--- src/rtl/narrow_store.sv ---
// narrow_store: store-path narrowing unit.
// Accepts one 32-bit register value with a byte/half/word size and checks it.
// The checks cover illegal size, misaligned address and representability in
// the narrow width. The value is then written little-endian, one byte per
// beat, onto a byte-wide memory port.
module narrow_store #(
  parameter int N_IN   = 32,
  parameter int ADDR_W = 32
) (
  input  logic              clk,
  input  logic              rstb,
  input  logic              req_valid,
  output logic              req_ready,
  input  logic [N_IN-1:0]   req_data,
  input  logic [ADDR_W-1:0] req_addr,
  input  logic [1:0]        req_size,
  input  logic              req_signed,
  output logic              mem_we,
  input  logic              mem_ready,
  output logic [ADDR_W-1:0] mem_addr,
  output logic [7:0]        mem_wdata,
  output logic              done,
  output logic              ovf,
  output logic              err
);

  typedef enum logic [1:0] {
    IDLE  = 2'd0,
    WRITE = 2'd1,
    DONE  = 2'd2
  } state_t;

  localparam logic [1:0] SIZE_BYTE = 2'b00;
  localparam logic [1:0] SIZE_HALF = 2'b01;
  localparam logic [1:0] SIZE_WORD = 2'b10;

  localparam logic [ADDR_W-1:0] ADDR_ONE = ADDR_W'(1);

  state_t            state;
  logic [N_IN-1:0]   data_q;      // bytes still to be written, next one in [7:0]
  logic [1:0]        beats_left;  // beats remaining after the one on the port
  logic              ovf_pend;    // representability result, shown at DONE

  logic              chk_err;
  logic              chk_ovf;
  logic [1:0]        chk_beats;

  // A misaligned or illegal-size request never touches memory.
  function automatic logic size_err(input logic [1:0] size,
                                    input logic [1:0] addr_lo);
    case (size)
      SIZE_BYTE: size_err = 1'b0;
      SIZE_HALF: size_err = addr_lo[0];
      SIZE_WORD: size_err = (addr_lo != 2'b00);
      default:   size_err = 1'b1;
    endcase
  endfunction

  // A value fits a signed narrow width when every bit above the narrow
  // sign bit matches it. It fits an unsigned width when all those upper bits
  // are zero.
  function automatic logic value_ovf(input logic [1:0]      size,
                                     input logic            is_signed,
                                     input logic [N_IN-1:0] data);
    logic byte_s_ok;
    logic half_s_ok;
    byte_s_ok = (&data[31:7])  || !(|data[31:7]);
    half_s_ok = (&data[31:15]) || !(|data[31:15]);
    case (size)
      SIZE_BYTE: value_ovf = is_signed ? !byte_s_ok : (|data[31:8]);
      SIZE_HALF: value_ovf = is_signed ? !half_s_ok : (|data[31:16]);
      default:   value_ovf = 1'b0;
    endcase
  endfunction

  // Request acceptance is decoded from state and forced low during reset.
  assign req_ready = rstb && (state == IDLE);

  // Evaluate the checks and the beat count for the request currently offered.
  always_comb begin
    // NOTE: every always_comb output gets a default first so no path leaves it unassigned, which would infer a latch.
    chk_beats = 2'd0;
    chk_err   = size_err(req_size, req_addr[1:0]);
    chk_ovf   = value_ovf(req_size, req_signed, req_data);
    case (req_size)
      SIZE_HALF: chk_beats = 2'd1;
      SIZE_WORD: chk_beats = 2'd3;
      default:   chk_beats = 2'd0;
    endcase
  end

  // Main controller: capture, beat sequencing with backpressure, completion pulse.
  always_ff @(posedge clk) begin
    // NOTE: state registers use non-blocking assignments so every register updates from pre-edge values.
    if (!rstb) begin
      state      <= IDLE;
      mem_we     <= 1'b0;
      mem_addr   <= '0;
      mem_wdata  <= '0;
      done       <= 1'b0;
      ovf        <= 1'b0;
      err        <= 1'b0;
      data_q     <= '0;
      beats_left <= '0;
      ovf_pend   <= 1'b0;
    end else begin
      case (state)
        IDLE: begin
          if (req_valid) begin
            if (chk_err) begin
              // Error wins over overflow; go straight to completion.
              state <= DONE;
              done  <= 1'b1;
              err   <= 1'b1;
              ovf   <= 1'b0;
            end else begin
              // First beat goes on the port in the very next cycle.
              state      <= WRITE;
              mem_we     <= 1'b1;
              mem_addr   <= req_addr;
              mem_wdata  <= req_data[7:0];
              data_q     <= req_data >> 8;
              beats_left <= chk_beats;
              ovf_pend   <= chk_ovf;
            end
          end
        end

        WRITE: begin
          // A stalled beat keeps address and data untouched.
          if (mem_ready) begin
            if (beats_left == 2'd0) begin
              state  <= DONE;
              mem_we <= 1'b0;
              done   <= 1'b1;
              ovf    <= ovf_pend;
              err    <= 1'b0;
            end else begin
              mem_addr   <= mem_addr + ADDR_ONE;
              mem_wdata  <= data_q[7:0];
              data_q     <= data_q >> 8;
              beats_left <= beats_left - 2'd1;
            end
          end
        end

        DONE: begin
          state    <= IDLE;
          done     <= 1'b0;
          ovf      <= 1'b0;
          err      <= 1'b0;
          ovf_pend <= 1'b0;
        end

        default: begin
          state  <= IDLE;
          mem_we <= 1'b0;
          done   <= 1'b0;
          ovf    <= 1'b0;
          err    <= 1'b0;
        end
      endcase
    end
  end

endmodule

--- config.mk ---
export PLATFORM = sky130hd
export DESIGN_NAME = narrow_store
export DESIGN_NICKNAME = d
export VERILOG_FILES = /design/src/rtl/narrow_store.sv
export SDC_FILE = /design/constraint.sdc
export NUM_CORES = 1
export LEC_CHECK = 0
export CAP_MARGIN = 30
export CORE_MARGIN = 8
export CORE_UTILIZATION = 48
export DETAILED_ROUTE_END_ITERATION = 10
export PLACE_DENSITY = 0.8
export SYNTH_ARGS = -nofsm -noshare
export SYNTH_HDL_FRONTEND = slang
export SYNTH_SLANG_ARGS = --single-unit
--- constraint.sdc ---
create_clock -name clk -period 2.3 [get_ports clk]
set_input_delay 0.345 -clock clk [delete_from_list [all_inputs] [get_ports clk]]
set_output_delay 0.345 -clock clk [all_outputs]
set_load 0.1 [all_outputs]
Yosys cells after proc, flatten, opt, wreduce, memory -nomap -nowiden
Index checks and enable logic that the tools add are counted.
{"block": "totals", "wordCells": 96, "inputBits": 71, "out_inout_bits": 45, "regBits": 81}
{"block": "classes", "n_reduce_logical": 24, "eq_ne": 10, "add_sub_neg": 2, "bitwise_logic": 1, "mux": 49}
{"cell": "$mux 32", "count": 8}
{"cell": "$pmux 32 s2", "count": 2}
{"cell": "$add 32x1->32 const B", "count": 1}
{"cell": "$mux 8", "count": 4}
{"cell": "$reduce_and 25->1", "count": 1}
{"cell": "$reduce_or 25->1", "count": 1}
{"cell": "$reduce_or 24->1", "count": 1}
{"cell": "$reduce_and 17->1", "count": 1}
{"cell": "$reduce_or 17->1", "count": 1}
{"cell": "$mux 1", "count": 16}
{"cell": "$mux 2", "count": 8}
{"cell": "$pmux 8 s2", "count": 1}
{"cell": "$reduce_or 16->1", "count": 1}
{"cell": "$ne 2x2->1 const B", "count": 6}
{"cell": "$pmux 2 s2", "count": 3}
{"cell": "$pmux 1 s2", "count": 5}
{"cell": "$reduce_and 5->1", "count": 2}
{"cell": "$logic_not 2->1", "count": 3}
{"cell": "$pmux 1 s3", "count": 2}
{"cell": "$reduce_and 3->1", "count": 2}
{"cell": "$reduce_bool 2->1", "count": 3}
{"cell": "$eq 2x1->1 const B", "count": 2}
{"cell": "$eq 2x2->1 const B", "count": 2}
{"cell": "$logic_not 1->1", "count": 4}
{"cell": "5 further kinds", "count": 6}

Depth between registers and ports, before layout
{"block": "depth", "word_depth": 9, "ltp_mapped": 9}

Worst setup path before layout
OpenSTA, ideal clock, no wires.
{"block": "synth_path", "path_kind": "input port to output port", "startpoint": "input rstb", "endpoint": "output req_ready", "path_buffers": 2, "required_ps": 1955, "cell_stages": 4, "path_slack_ps": -913, "arrival_ps": 2868, "cell_sequence": "clkbuf_1 > inv_2 > clkbuf_1 > nor3_1"}
{"block": "synth_between", "elab_chain_cells": 1}
{"item": "start: declaration", "line": "11", "text": "input logic rstb,"}
{"item": "$logic_and 1x1->1", "line": "77", "text": "assign req_ready = rstb && (state == IDLE);"}
{"item": "end: declaration", "line": "13", "text": "output logic req_ready,"}
No other way between the ends.

Worst setup path after layout
{"block": "layout_path", "startpoint": "input req_size[0]", "endpoint": "register mem_addr[20]"}
{"block": "layout_between", "elab_chain_cells": 4}
{"item": "start: declaration", "line": "16", "text": "input logic [1:0] req_size,"}
{"item": "$eq 2x2->1 (tied with other cells)", "line": "51", "text": "case (size)"}
{"item": "$pmux 1 s3 (*)", "line": "51"}
{"item": "$ne 2x2->1 (no source line) (*)"}
{"item": "$reduce_and 5->1 (no source line) (*)"}
{"item": "end signal: assignment", "line": "120", "text": "mem_addr <= req_addr;"}
{"item": "end signal: assignment", "line": "139", "text": "mem_addr <= mem_addr + ADDR_ONE;"}
{"item": "end: declaration", "line": "20", "text": "output logic [ADDR_W-1:0] mem_addr,"}
Mark *: on every way between the ends. The rest lies on a longest branch, timed or not.
A chain may end at the register's enable or synchronous reset.

==> summary.txt <==
STA
  – Post-route setup slack: 18.2 ps
  – Final Hold Viols: 0
  – Slew headroom: 57.5%
  – Setup Viol. Count Final: 0
  – Highest clock rate: 438 MHz
  – Period utilization: 99.2%
  – Pins Over Slew Limit: 0
  – Worst slew pin tran: 638 ps
  – Crit path time final: 2280 ps
  – Final Skew: 7.30 ps

Setup path
  – WP data required: 2580 ps
  – Setup Crit Path Kind: primary input to register
  – Arrival time worst endpoint: 2560 ps
  – CP delay by family, top: compound AO/OA/AOI/OAI gates
  – R2r setup slk: 330 ps
  – Crit path max fanout: 30
  – CP max stage cell: clkdlybuf4s50_1
  – R2R depth: 6
  – RR Startpoint: state[1]
  – Critical Path Sink Type: register
  – RR Endpoint: mem_addr[20]
  – WP buf/inv: 2
  – Crit-path cells: clkdlybuf4s50_1 > inv_1 > ha_1 > or2_2 > a211o_4 > and2_4 > a211o_1 > a21oi_1
  – Setup crit start kind: primary input
  – Max stage delay on crit path: 530 ps

Layout
  – Sequential cell area: 1500 um^2
  – Fin area: 5710 um^2
  – Fill cells: 696
  – Synth-to-Final Area Change: 39.2%
  – Footprint of the multi-input gates: 2440 um^2
  – Antenna diodes: 0
  – # nets final: 728
  – Share of layout cells above drive strength 1: 26.2%

Power
  – Net Sw Power: 0.00196 W
  – Combinational share of power: 42.2%
  – Switching power share of the total: 43.0%
  – Internal: 0.00260 W
  – Sequential Power Share: 34.8%
  – Power Dens Cells: 799 nW/um^2
  – Clock share of power: 23.0%
  – VDD IR max: 0.000513 V
  – Pleak: 2.16 nW

Placed design
  – GPL Wtd Cong: 0.903
  – Pre-CTS setup slack: -317 ps
  – DPL Wire Length: 9830 um
  – Post-DP Area: 5460 um^2
  – Buffers added on ports: 115

Floorplan
  – Boundary pin count: 116
  – CORE AREA: 8260 um^2
  – Initial core utilization: 49.7%
  – Die height: 108 um
  – Die X-Extent: 108 um
  – Row count: 33
  – DIE AREA: 11,800 um^2

Synthesis
  – Mapped Cells: 526
  – Ranking of synthesized cells by area: dfxtp_1, nand2_1, a21oi_1, a311oi_2, nor2_1
  – Yosys top cell by area: dfxtp_1
  – Mapped Area: 4100 um^2
  – Post-synthesis sequential area ratio: 35.6%
  – Most numerous cell in the Yosys netlist: nand2_1
  – Mapped Avg Cell Area: 7.80 um^2
  – Share of the synthesized area in the top cell type: 35.6%
  – Post-synth ARST share: 0%
  – Post-synth top flop: dfxtp_1
  – YS warnings: 0
  – Post-synth top cells: nand2_1, dfxtp_1, nor2_1
  – Post-synth EDFFs: 0
  – Syn Nets: 603
  – Count of different cell masters after synthesis: 55
  – Yosys reg bits: 73

Job
  – Max-Cap Viols: 0

Global routing
  – Initial antenna violation count: 0
  – Grt total ovfl: 0
  – Vias in the first global route: 4,557
  – Gr usage total: 23.0%
  – Pin count of the biggest net entering global routing: 50
  – First-pass GRT wire length: 22,100 um

Clocking
  – Clock Latency Late Sink: 350 ps
  – CTS clk-pin slew, worst paths: 80 ps
  – Root buffer cell: clkbuf_8
  – Cts bufs inserted: 9
  – CTS tree: yes
  – H-Tree Depth: 3
  – Setup Buffers After CTS: 0
  – Clock sinks: 73
  – CTS max path bufs: 2

Detailed routing
  – Final wirelength: 14,000 um
  – Via/cell ratio: 6.11
  – DR DRC count: 0
  – Routed length per instance: 18.3 um
  – Final ANT Viol Nets: 0
  – TritonRoute pass-1 iters: 5
  – DR vias: 4,653
  – 1st-iter DRT viols: 268

Hold path
  – Cell count of the worst hold path: 2
  – Class of the worst hold path: register to register
  – Hold_sp: data_q[16]
  – Worst hold endpoint: data_q[16]

Run status
  – Status: finished, final reports clean
[area by class of cell]
cell class	instances	area share, %
Clock buffer	12	2.72
Clock inverter	4	0.898
Multi-Input combinational cell	405	42.8
Inverter	7	0.460
Timing Repair Buffer	155	24.5
Sequential cell	73	26.3
Tap cell	105	2.30
[worst reg2reg max path: stages (launching register included)]
cell,delay (ps)
dfxtp_1,310
buf_4,180
nor2b_4,290
nand3b_1,290
and2_4,370
a211o_1,320
a21oi_1,140
[state kept, by name, summed over array words and instances, names as in the netlist, 2 cells and up]
signal      count
mem_addr       32
data_q         24
mem_wdata       8
beats_left      2
state           2
[power by group through the flow]
stage	Sequential (W)	Combinational [W]	Clock, W
global placement	0.00160	0.00184	0
global route	0.00160	0.00203	0.00111
floorplan	0.00225	0.000686	0
detailed placement	0.00161	0.00188	0
finish	0.00159	0.00193	0.00105
CTS	0.00158	0.00189	0.00106
[per-layer routing]
metal  part of all wire (%)  vias to the layer above  wire length, um  global-route usage [%]
met1                     41                     2175             5780                    28.3
li1                       -                     2193                -                       -
met2                     46                      243             6380                    37.3
met4                    3.1                        0              431                    9.58
met5                      0                        -                0                       0
met3                    9.8                       42             1370                    6.01
[per-stage QoR]
stage | TNS (ps) | util (%) | cells | power [W] | hold WS, ps
final | 0 | 69.2 | 761 | 0.00457 | 452
after global routing | -27.0 | 69.2 | 761 | 0.00475 | 482
after CTS | 0 | 68.6 | 760 | 0.00453 | 458
after detailed placement | -15920 | 66.1 | 744 | 0.00349 | 447
after global placement | -10660 | 66.1 | 744 | 0.00344 | 440
after floorplan | -57.1 | - | 526 | 0.00293 | 432
[worst max-delay path by stage]
stage               slack, ps            to         from  cells past startpoint
finish                     20  mem_addr[20]  req_size[0]                      8
global route               -8  mem_wdata[3]  req_size[0]                      9
detailed placement       -320   mem_addr[4]  req_size[0]                      9
floorplan                 -60     req_ready         rstb                      4
CTS                        30    data_q[13]  req_size[0]                      9
global placement         -210   mem_addr[2]  req_size[0]                      9
[timing repair]
| action | in CTS | in global routing |
|---|---|---|
| resized for setup | 0 | 5 |
| endpoints found under the setup margin | 0 | 16 |
| hold buffers | 0 | 0 |
[cell families after synthesis]
family,count (synthesis),synth area share [%]
AO/OA/AOI/OAI,148,27.4
adder cells (fa/ha/maj),6,1.83
buffers and inverters,48,5.67
flip-flops,73,35.6
AND/OR/NAND/NOR,251,29.5
[layout by cell type (no fill, tap or decap), types with 7 or more instances in the layout]
| cell | count |
|---|---|
| nand3_1 | 22 |
| nor3_1 | 10 |
| nand2_1 | 95 |
| nor4_1 | 8 |
| clkbuf_8 | 11 |
| nor2_1 | 55 |
| o221a_2 | 8 |
| nand4_1 | 18 |
| dfxtp_1 | 42 |
| o21ai_0 | 14 |
| buf_4 | 80 |
| dfxtp_2 | 30 |
| a31oi_1 | 8 |
| clkdlybuf4s50_1 | 70 |
| a311oi_1 | 14 |
| a311oi_2 | 14 |
| and3_1 | 7 |
| a21oi_1 | 46 |
No activity file was read; power rests on OpenSTA's default activity.
